## src/rtl/lc3_pkg.sv

```systemverilog
// Shared types and constants for the LC-3 memory-side stage.
package lc3_pkg;

  localparam int unsigned WORD_W = 16;
  localparam int unsigned CNT_W  = 8;

  typedef logic [WORD_W-1:0] word_t;

  typedef enum logic [1:0] {
    IDLE    = 2'd0,
    RD_WAIT = 2'd1,
    WR_WAIT = 2'd2
  } state_t;

  // I/O page layout: base of the page and register offsets within it
  localparam word_t MMIO_BASE_DEF = 16'hFE00;
  localparam word_t SW_OFS        = 16'h0000;
  localparam word_t LED_OFS       = 16'h0002;

  // MDR value loaded when an SRAM read is aborted by timeout
  localparam word_t ABORT_VAL     = 16'h0000;

endpackage

```

## src/rtl/lc3_mmio_decode.sv

```systemverilog
// Combinational decode of MAR against the memory-mapped I/O page.
module lc3_mmio_decode
  import lc3_pkg::*;
#(
  parameter logic [15:0] MMIO_BASE = MMIO_BASE_DEF
) (
  input  logic [15:0] addr,
  output logic        is_io,
  output logic        is_sw,
  output logic        is_led
);

  localparam word_t SW_ADDR  = MMIO_BASE + SW_OFS;
  localparam word_t LED_ADDR = MMIO_BASE + LED_OFS;

  // The I/O page runs from the base up to the top of the address space
  assign is_io  = (addr >= MMIO_BASE);
  assign is_sw  = (addr == SW_ADDR);
  assign is_led = (addr == LED_ADDR);

endmodule

```

## src/rtl/lc3_mem_unit.sv

```systemverilog
// LC-3 memory stage: MAR/MDR, SRAM req/ack handshake with timeout, MMIO page.
module lc3_mem_unit
  import lc3_pkg::*;
#(
  parameter int unsigned ADDR_W    = 16,
  parameter int unsigned TIMEOUT   = 15,
  parameter logic [15:0] MMIO_BASE = MMIO_BASE_DEF
) (
  input  logic              clk,
  input  logic              reset,
  input  logic [15:0]       bus_in,
  input  logic              ldMAR,
  input  logic              ldMDR,
  input  logic              selMDR,
  input  logic              memWE,
  input  logic              enaMDR,
  output logic [15:0]       mdr_out,
  output logic              mdr_oe,
  output logic              mem_ready,
  output logic              sram_req,
  output logic              sram_we,
  output logic [ADDR_W-1:0] sram_addr,
  output logic [15:0]       sram_wdata,
  input  logic [15:0]       sram_rdata,
  input  logic              sram_ack,
  input  logic [15:0]       sw_in,
  output logic [15:0]       led_out,
  output logic              bus_err,
  output logic              cmd_err
);

  state_t            state, state_n;
  word_t             mar, mar_n;
  word_t             mdr, mdr_n;
  word_t             led_n;
  logic              req_n, we_n;
  logic [ADDR_W-1:0] addr_n;
  word_t             wdata_n;
  logic [CNT_W-1:0]  cnt, cnt_n;
  logic              bus_err_n, cmd_err_n;
  logic              is_io, is_sw, is_led;

  localparam logic [CNT_W-1:0] CNT_LAST = CNT_W'(TIMEOUT - 1);

  lc3_mmio_decode #(
    .MMIO_BASE (MMIO_BASE)
  ) u_decode (
    .addr   (mar),
    .is_io  (is_io),
    .is_sw  (is_sw),
    .is_led (is_led)
  );

  assign mdr_out   = mdr;
  assign mem_ready = (state == IDLE);
  assign mdr_oe    = enaMDR & mem_ready;

  // State and datapath registers
  always_ff @(posedge clk or negedge reset) begin
    if (!reset) begin
      state      <= IDLE;
      mar        <= '0;
      mdr        <= '0;
      led_out    <= '0;
      sram_req   <= 1'b0;
      sram_we    <= 1'b0;
      sram_addr  <= '0;
      sram_wdata <= '0;
      cnt        <= '0;
      bus_err    <= 1'b0;
      cmd_err    <= 1'b0;
    end else begin
      state      <= state_n;
      mar        <= mar_n;
      mdr        <= mdr_n;
      led_out    <= led_n;
      sram_req   <= req_n;
      sram_we    <= we_n;
      sram_addr  <= addr_n;
      sram_wdata <= wdata_n;
      cnt        <= cnt_n;
      bus_err    <= bus_err_n;
      cmd_err    <= cmd_err_n;
    end
  end

  // Next-state and datapath update; accesses use pre-edge MAR/MDR
  always_comb begin
    state_n   = state;
    mar_n     = mar;
    mdr_n     = mdr;
    led_n     = led_out;
    req_n     = sram_req;
    we_n      = sram_we;
    addr_n    = sram_addr;
    wdata_n   = sram_wdata;
    cnt_n     = cnt;
    bus_err_n = bus_err;
    cmd_err_n = cmd_err;

    case (state)
      IDLE: begin
        if (ldMAR) mar_n = bus_in;
        if (memWE) begin
          // A write wins over a same-edge MDR load, which is dropped
          if (ldMDR) cmd_err_n = 1'b1;
          if (is_led) begin
            led_n = mdr;
          end else if (!is_io) begin
            req_n   = 1'b1;
            we_n    = 1'b1;
            addr_n  = ADDR_W'(mar);
            wdata_n = mdr;
            cnt_n   = '0;
            state_n = WR_WAIT;
          end
        end else if (ldMDR) begin
          if (!selMDR) begin
            mdr_n = bus_in;
          end else if (is_sw) begin
            mdr_n = sw_in;
          end else if (is_io) begin
            mdr_n = '0;
          end else begin
            req_n   = 1'b1;
            we_n    = 1'b0;
            addr_n  = ADDR_W'(mar);
            cnt_n   = '0;
            state_n = RD_WAIT;
          end
        end
      end
      RD_WAIT, WR_WAIT: begin
        if (ldMAR || ldMDR || memWE) cmd_err_n = 1'b1;
        if (sram_ack) begin
          if (state == RD_WAIT) mdr_n = sram_rdata;
          req_n   = 1'b0;
          cnt_n   = '0;
          state_n = IDLE;
        end else if (cnt == CNT_LAST) begin
          if (state == RD_WAIT) mdr_n = ABORT_VAL;
          req_n     = 1'b0;
          bus_err_n = 1'b1;
          cnt_n     = '0;
          state_n   = IDLE;
        end else begin
          cnt_n = cnt + CNT_W'(1);
        end
      end
      default: state_n = IDLE;
    endcase
  end

endmodule

```

## config.mk

```make
export PLATFORM = sky130hd
export DESIGN_NAME = lc3_mem_unit
export DESIGN_NICKNAME = d
export VERILOG_FILES = /design/src/rtl/lc3_pkg.sv /design/src/rtl/lc3_mmio_decode.sv /design/src/rtl/lc3_mem_unit.sv
export SDC_FILE = /design/constraint.sdc
export NUM_CORES = 1
export LEC_CHECK = 0
export ABC_AREA = 1
export CAP_MARGIN = 0
export CORE_UTILIZATION = 48
export CTS_CLUSTER_SIZE = 28
export DETAILED_ROUTE_END_ITERATION = 12
export GPL_ROUTABILITY_DRIVEN = 0
export PLACE_DENSITY_LB_ADDON = 0.08
export SLEW_MARGIN = 20
export SYNTH_ARGS = -nofsm -noshare
export SYNTH_HDL_FRONTEND = slang
export SYNTH_HIERARCHICAL = 1
export SYNTH_SLANG_ARGS = --single-unit
export TNS_END_PERCENT = 1
```

## constraint.sdc

```tcl
create_clock -name clk -period 2.05 [get_ports clk]
set_input_delay 0.205 -clock clk [delete_from_list [all_inputs] [get_ports clk]]
set_output_delay 0.205 -clock clk [all_outputs]
set_load 0.02 [all_outputs]
```

==> results by group, run 1 <==
Die
  – Initial Util: 49.2%
  – Die boundary height: 99.1 µm
  – Io pins: 126
  – Die span in x: 99.1 µm
  – Full die area: 9820 µm²
  – CORE AREA: 9200 µm²
  – Number of rows in the core area: 35

Setup path
  – Largest delay share family, worst path: simple AND/OR/NAND/NOR gates
  – Destination of the worst register-to-register timing path: sram_wdata[6]
  – Ordered cell list for the critical path: nor2_1 > nand2_1 > nor2_1 > nand2_1 > nand2_1 > inv_1 > nand2_1 > a21oi_1 > nand2_2 > clkinv_4 > nand2_4 > clkbuf_16 > o21ai_2
  – Kind of end point of the critical path: flip-flop
  – Top cell by count, worst path: sky130_fd_sc_hd__nand2_1
  – R2r setup slk: 160 ps
  – Largest fanout of any net on the critical path: 17
  – Standard cell with the maximum stage delay on the critical path: sky130_fd_sc_hd__dfrtp_1
  – Critical path required time: 2290 ps
  – CP Data Arrival Time: 2140 ps
  – Worst flop-to-flop path startpoint: mar[7]
  – CP max stage delay: 410 ps
  – Crit start category: flip-flop
  – Number of cells traversed by the worst register-to-register path: 13
  – Beginning of the critical path: mar[7]
  – WS Path Type: reg -> reg
  – Buf/Inv on CP: 3

Global routing
  – GRT Residual Overflow: 0
  – Number of global-route vias before repair: 4069
  – GR Util All Layers: 25.0%
  – Maximum number of pins on one net before global-route repair: 45
  – Number of antenna violations at the first check in global routing: 0
  – Global-route wire length before repair: 19.3 mm

STA
  – Slew at the pin closest to its max-slew limit: 493 ps
  – Max Transition Viols Final: 0
  – Worst relative slew slack: 67.1%
  – Final worst hold slack: 324 ps
  – Crit share post-route: 92.4%
  – Final critical-path required period: 1890 ps
  – Maximum clock rate: 528 MHz
  – Hold Violations, Final: 0
  – Final Skew: 12.5 ps
  – Unrepaired setup endpoints after global routing: yes
  – Final setup fails: 0

Logic synthesis
  – Number of standard cells after synthesis: 578
  – Total nets after synthesis: 639
  – Cell with the most instances after synthesis: sky130_fd_sc_hd__nand2_1
  – Number of enable-type register cells in the synthesized netlist: 0
  – Primary FF master, synth: sky130_fd_sc_hd__dfrtp_1
  – Share of async-settable or async-resettable flops after synthesis: 100%
  – Cells taking the most area after synthesis: sky130_fd_sc_hd__dfrtp_1 (52%), sky130_fd_sc_hd__nand2_1 (19%), sky130_fd_sc_hd__o21ai_0 (5.6%)
  – Area leader, netlist: sky130_fd_sc_hd__dfrtp_1
  – Mapped Avg Cell Area: 7.83 µm²
  – Most common library cells after synthesis: sky130_fd_sc_hd__nand2_1 (235), sky130_fd_sc_hd__dfrtp_1 (94), sky130_fd_sc_hd__inv_1 (53), sky130_fd_sc_hd__o21ai_0 (51), sky130_fd_sc_hd__nand3_1 (45)
  – Part of the Yosys area used for sequential elements: 52.0%
  – Yosys cell types: 28
  – Yosys top cell area share: 52.0%
  – Number of flip-flops and latches in the synthesized netlist: 94
  – Yosys Warn Count: 6
  – Mapped cell area: 4520 µm²

Clock tree
  – Clock buffer count from CTS: 9
  – Insertion delay to the later sink of the worst-skew pair: 350 ps
  – Maximum level of the CTS H-tree: 3
  – Clk slew on worst S/H paths: 100 ps
  – CTS tree: done
  – Number of clock sinks: 94
  – Setup Fix Bufs, Post-CTS: 0
  – Buffer levels on the longest clock path: 2
  – Root Buffer: sky130_fd_sc_hd__clkbuf_8

Cells and area
  – Filler-free cell count of the finished design: 818
  – Antenna Cells: 0
  – Share of cells above drive strength 1: 8.63%
  – Number of nets at the end of the flow: 764
  – Core occupancy in the finished layout: 66.4%
  – Summed area of non-filler cells in the final layout: 6110 µm²
  – Area grow syn2layout: 35.0%

Routing
  – Via/cell ratio: 5.07
  – Final wirelength: 11.5 mm
  – Antenna-violating nets left: 0
  – DR DRC count: 0
  – Via count: 4149
  – Routed length per instance: 14.1 µm
  – Drt initial violations: 218
  – TritonRoute pass-1 iters: 5

Hold path
  – Classification of the worst-slack hold path: in -> async

Flow run
  – MaxCap Viol Count: 0

Placement
  – Placed Cells incl. Taps: 801
  – Instance area at placement: 5890 µm²
  – Number of I/O port buffers: 125
  – Final HPWL from detailed placement: 8.79 mm

Power
  – Worst vdd ir: 0.694 mV
  – Leakage power summed over all cells: 2.99 nW
  – Overall power of the completed layout: 7.33 mW
  – Power per Cell Area: 1200 nW/µm²

Status
  – Outcome: finished, final reports clean
[logic make-up after synthesis]
logic type | count (synthesis) | share of synthesized area [%]
buffers and inverters | 85 | 8.10
AOI/OAI and AO/OA | 76 | 9.90
xor gates and xnor gates | 1 | 0.194
and+or+nand+nor | 317 | 28.4
DFF | 94 | 52.0
adders and majority gates | 5 | 1.38
[sequential cells by signal, indices dropped and copies added (netlist names)]
name	flops
led_out	16
mar	16
mdr_out	16
sram_addr	16
sram_wdata	16
cnt	8
state	2
bus_err	1
cmd_err	1
sram_req	1
sram_we	1
[per-stage QoR]
| stage | TNS [ps] | setup WS [ps] |
|---|---|---|
| detailed placement | 0 | 111 |
| floorplan | 0 | 264 |
| finish | 0 | 156 |
| global route | -78.6 | -14.9 |
| global placement | 0 | 167 |
| CTS | 0 | 82.0 |
[layout make-up]
cell class	instances	area, µm²
Inverter	60	230
Multi-Input combinational cell	399	1820
Tap cell	111	139
Fill cell	783	3090
Clock inverter	6	46.3
Sequential cell	94	2350
Timing Repair Buffer	139	1400
Clock buffer	9	124
[report_power, final]
group / total, mW / internal (mW) / switching, mW
Combinational: 3.39 / 1.38 / 2.01
Clock: 1.11 / 0.443 / 0.667
Sequential: 2.84 / 2.42 / 0.418
Total: 7.33 / 4.24 / 3.09
[worst max-delay path by stage]
stage,end,depth (start not counted)
3_3_place_gp,sram_req,8
6_report,sram_wdata[6],13
3_5_place_dp,sram_req,8
2_1_floorplan,mdr_out[10],10
5_1_grt,sram_wdata[9],13
4_1_cts,mem_ready,3
[worst register-to-register path, delay by kind of cell (launching register included)]
kind | cells | cell delay [ps]
buffers and inverters | 3 | 420
and+or+nand+nor | 8 | 830
DFF | 1 | 410
AOI/OAI and AO/OA | 2 | 130
[cells in the final DEF (no fill, tap or decap), drive strengths merged, types with 2 or more instances in the layout]
master         netlist  layout
a21oi                4       4
a31o                 2       2
buf                 12      13
clkbuf              13      10
clkdlybuf4s50        0     122
clkinv               2       4
clkinvlp             0       2
dfrtp               94      94
ha                   5       5
inv                 58      60
nand2              238     238
nand3               45      45
nand4                2       2
nor2                29      29
nor3                 2       2
o21ai               70      70
[per-layer routing]
metal  track usage [%]  part of all wire (%)
met1              34.0                    45
met2              40.9                    48
met3              5.11                   6.2
met4              7.24                   1.6
met5                 0                     0
[timing repair]
action | in CTS | in global routing
pin swaps | 0 | 0
hold buffers | 1 | 0
setup endpoints to repair | 2 | 28
resized for setup | 2 | 3
cloned | 0 | 1
hold endpoints to repair | 29 | 0
(Power assumes the default switching activity.)
==> run 2: changes to the inputs <==
--- a/config.mk
+++ b/config.mk
@@ -7,6 +7,7 @@
 export LEC_CHECK = 0
 export ABC_AREA = 1
 export CAP_MARGIN = 0
+export CORE_MARGIN = 3
 export CORE_UTILIZATION = 48
 export CTS_CLUSTER_SIZE = 28
 export DETAILED_ROUTE_END_ITERATION = 12
==> results by group, run 2 (same netlist as run 1, synthesis figures left out) <==
Setup path
  – Critical path required time: 1850 ps
  – Worst flop-to-flop path startpoint: state[0]
  – WS Path Type: reg -> out
  – Crit start category: flip-flop
  – CP Data Arrival Time: 1770 ps
  – Beginning of the critical path: state[0]
  – Largest fanout of any net on the critical path: 7
  – Kind of end point of the critical path: output port

Die
  – CORE AREA: 8930 µm²
  – Number of rows in the core area: 34
  – Full die area: 10600 µm²
  – Die span in x: 103 µm
  – Initial Util: 50.6%
  – Io pins: 126
  – Die boundary height: 103 µm

STA
  – Crit share post-route: 96.6%
  – Final Skew: 9.42 ps
  – Maximum clock rate: 505 MHz
  – Setup total negative slack: 0 ps
  – Final critical-path required period: 1980 ps
  – Final setup fails: 0
  – Hold Violations, Final: 0
  – Unrepaired setup endpoints after global routing: no
  – Slew at the pin closest to its max-slew limit: 656 ps
  – Final worst hold slack: 419 ps
  – Worst relative slew slack: 56.3%
  – Max Transition Viols Final: 0

Clock tree
  – Clock buffer count from CTS: 9
  – Insertion delay to the later sink of the worst-skew pair: 350 ps
  – Clk slew on worst S/H paths: 100 ps
  – Root Buffer: sky130_fd_sc_hd__clkbuf_8
  – Setup Fix Bufs, Post-CTS: 0
  – Number of clock sinks: 94
  – Buffer levels on the longest clock path: 2
  – Maximum level of the CTS H-tree: 3
  – CTS tree: done

Global routing
  – Global-route wire length before repair: 19.2 mm
  – Number of antenna violations at the first check in global routing: 0
  – GR Util All Layers: 23.2%
  – Number of global-route vias before repair: 3967
  – GRT Residual Overflow: 0
  – Maximum number of pins on one net before global-route repair: 52

Power
  – Leakage power summed over all cells: 3.00 nW
  – Worst vdd ir: 0.763 mV
  – Power per Cell Area: 1240 nW/µm²
  – Overall power of the completed layout: 7.62 mW

Cells and area
  – Filler-free cell count of the finished design: 817
  – Highest-count cells in the layout ignoring fill and taps: sky130_fd_sc_hd__nand2_1 (235), sky130_fd_sc_hd__clkdlybuf4s50_1 (123), sky130_fd_sc_hd__dfrtp_1 (94)
  – Antenna Cells: 0
  – Share of cells above drive strength 1: 9.03%
  – Total area of sequential cells: 2350 µm²
  – Commonest non-fill, non-tap cell in the layout: sky130_fd_sc_hd__nand2_1
  – Area grow syn2layout: 36.0%
  – Number of nets at the end of the flow: 765
  – Area of the multi-input gates: 1830 µm²
  – Fill count: 773

Routing
  – Final wirelength: 11.7 mm
  – TritonRoute pass-1 iters: 5
  – Antenna-violating nets left: 0
  – Routed length per instance: 14.3 µm
  – Via/cell ratio: 5.01
  – Via count: 4095
  – DR DRC count: 0
  – Drt initial violations: 186

Status
  – Outcome: finished, final reports clean

Placement
  – Final HPWL from detailed placement: 8.85 mm
  – Placed Cells incl. Taps: 800
  – Number of I/O port buffers: 125

Hold path
  – Classification of the worst-slack hold path: in -> async

Flow run
  – MaxCap Viol Count: 0
[run 2: stage by stage]
| step | utilization, % | cell area [µm²] | setup slack [ps] |
|---|---|---|---|
| after detailed placement | 65.9 | 5890 | 141 |
| after global routing | 68.9 | 6150 | 20.7 |
| after floorplan | - | 4520 | 264 |
| final | 68.9 | 6150 | 70.2 |
| after CTS | 68.6 | 6130 | 53.7 |
| after global placement | 65.9 | 5890 | 218 |
[run 2: worst paths after layout]
path                            slack (ps)          end  cells after the start
min in group clk                       450       mar[7]                      3
worst max-delay path                    70    mem_ready                      3
worst min-delay path                   420  led_out[10]                      2
worst min register to register         480      bus_err                      1
max in group asynchronous              980      mar[13]                      3
worst max register to register         210   mdr_out[4]                      9
[run 2: metal layers]
| layer | routed length (µm) | global-route usage, % | vias to the layer above |
|---|---|---|---|
| met5 | 0 | 0 | - |
| met1 | 5350 | 32.1 | 1915 |
| met3 | 528 | 2.44 | 12 |
| li1 | - | - | 2052 |
| met2 | 5670 | 39.7 | 116 |
| met4 | 135 | 5.08 | 0 |
[run 2: final cells by class]
class                           count  area share (%)
Clock buffer                       10            2.24
Clock inverter                      6            1.50
Inverter                           60            3.74
Multi-Input combinational cell    399            29.7
Sequential cell                    94            38.2
Tap cell                          108            2.20
Timing Repair Buffer              140            22.4
[run 2: where the power goes]
group          switching [mW]  internal (mW)
sequential              0.412           2.42
combinational            2.02           1.37
clock                   0.671          0.727
total                    3.10           4.51
[run 2: worst max-delay path: stages, from the launching register on]
cell                              delay [ps]
sky130_fd_sc_hd__dfrtp_1                 410
sky130_fd_sc_hd__inv_1                   100
sky130_fd_sc_hd__ha_2                    280
sky130_fd_sc_hd__clkdlybuf4s50_1         630
[run 2: repair_timing]
action | in CTS | in global routing
hold endpoints to repair | 49 | 0
hold buffers | 1 | 0
resized for setup | 2 | 4
endpoints found under the setup margin | 2 | 40
==> run 3: changes to the inputs <==
--- a/config.mk
+++ b/config.mk
@@ -6,7 +6,7 @@
 export NUM_CORES = 1
 export LEC_CHECK = 0
 export ABC_AREA = 1
-export CAP_MARGIN = 0
+export CAP_MARGIN = 10
 export CORE_MARGIN = 3
 export CORE_UTILIZATION = 48
 export CTS_CLUSTER_SIZE = 28
==> results of run 3 <==
Final layout, timing and power as in run 2 (identical DEF).
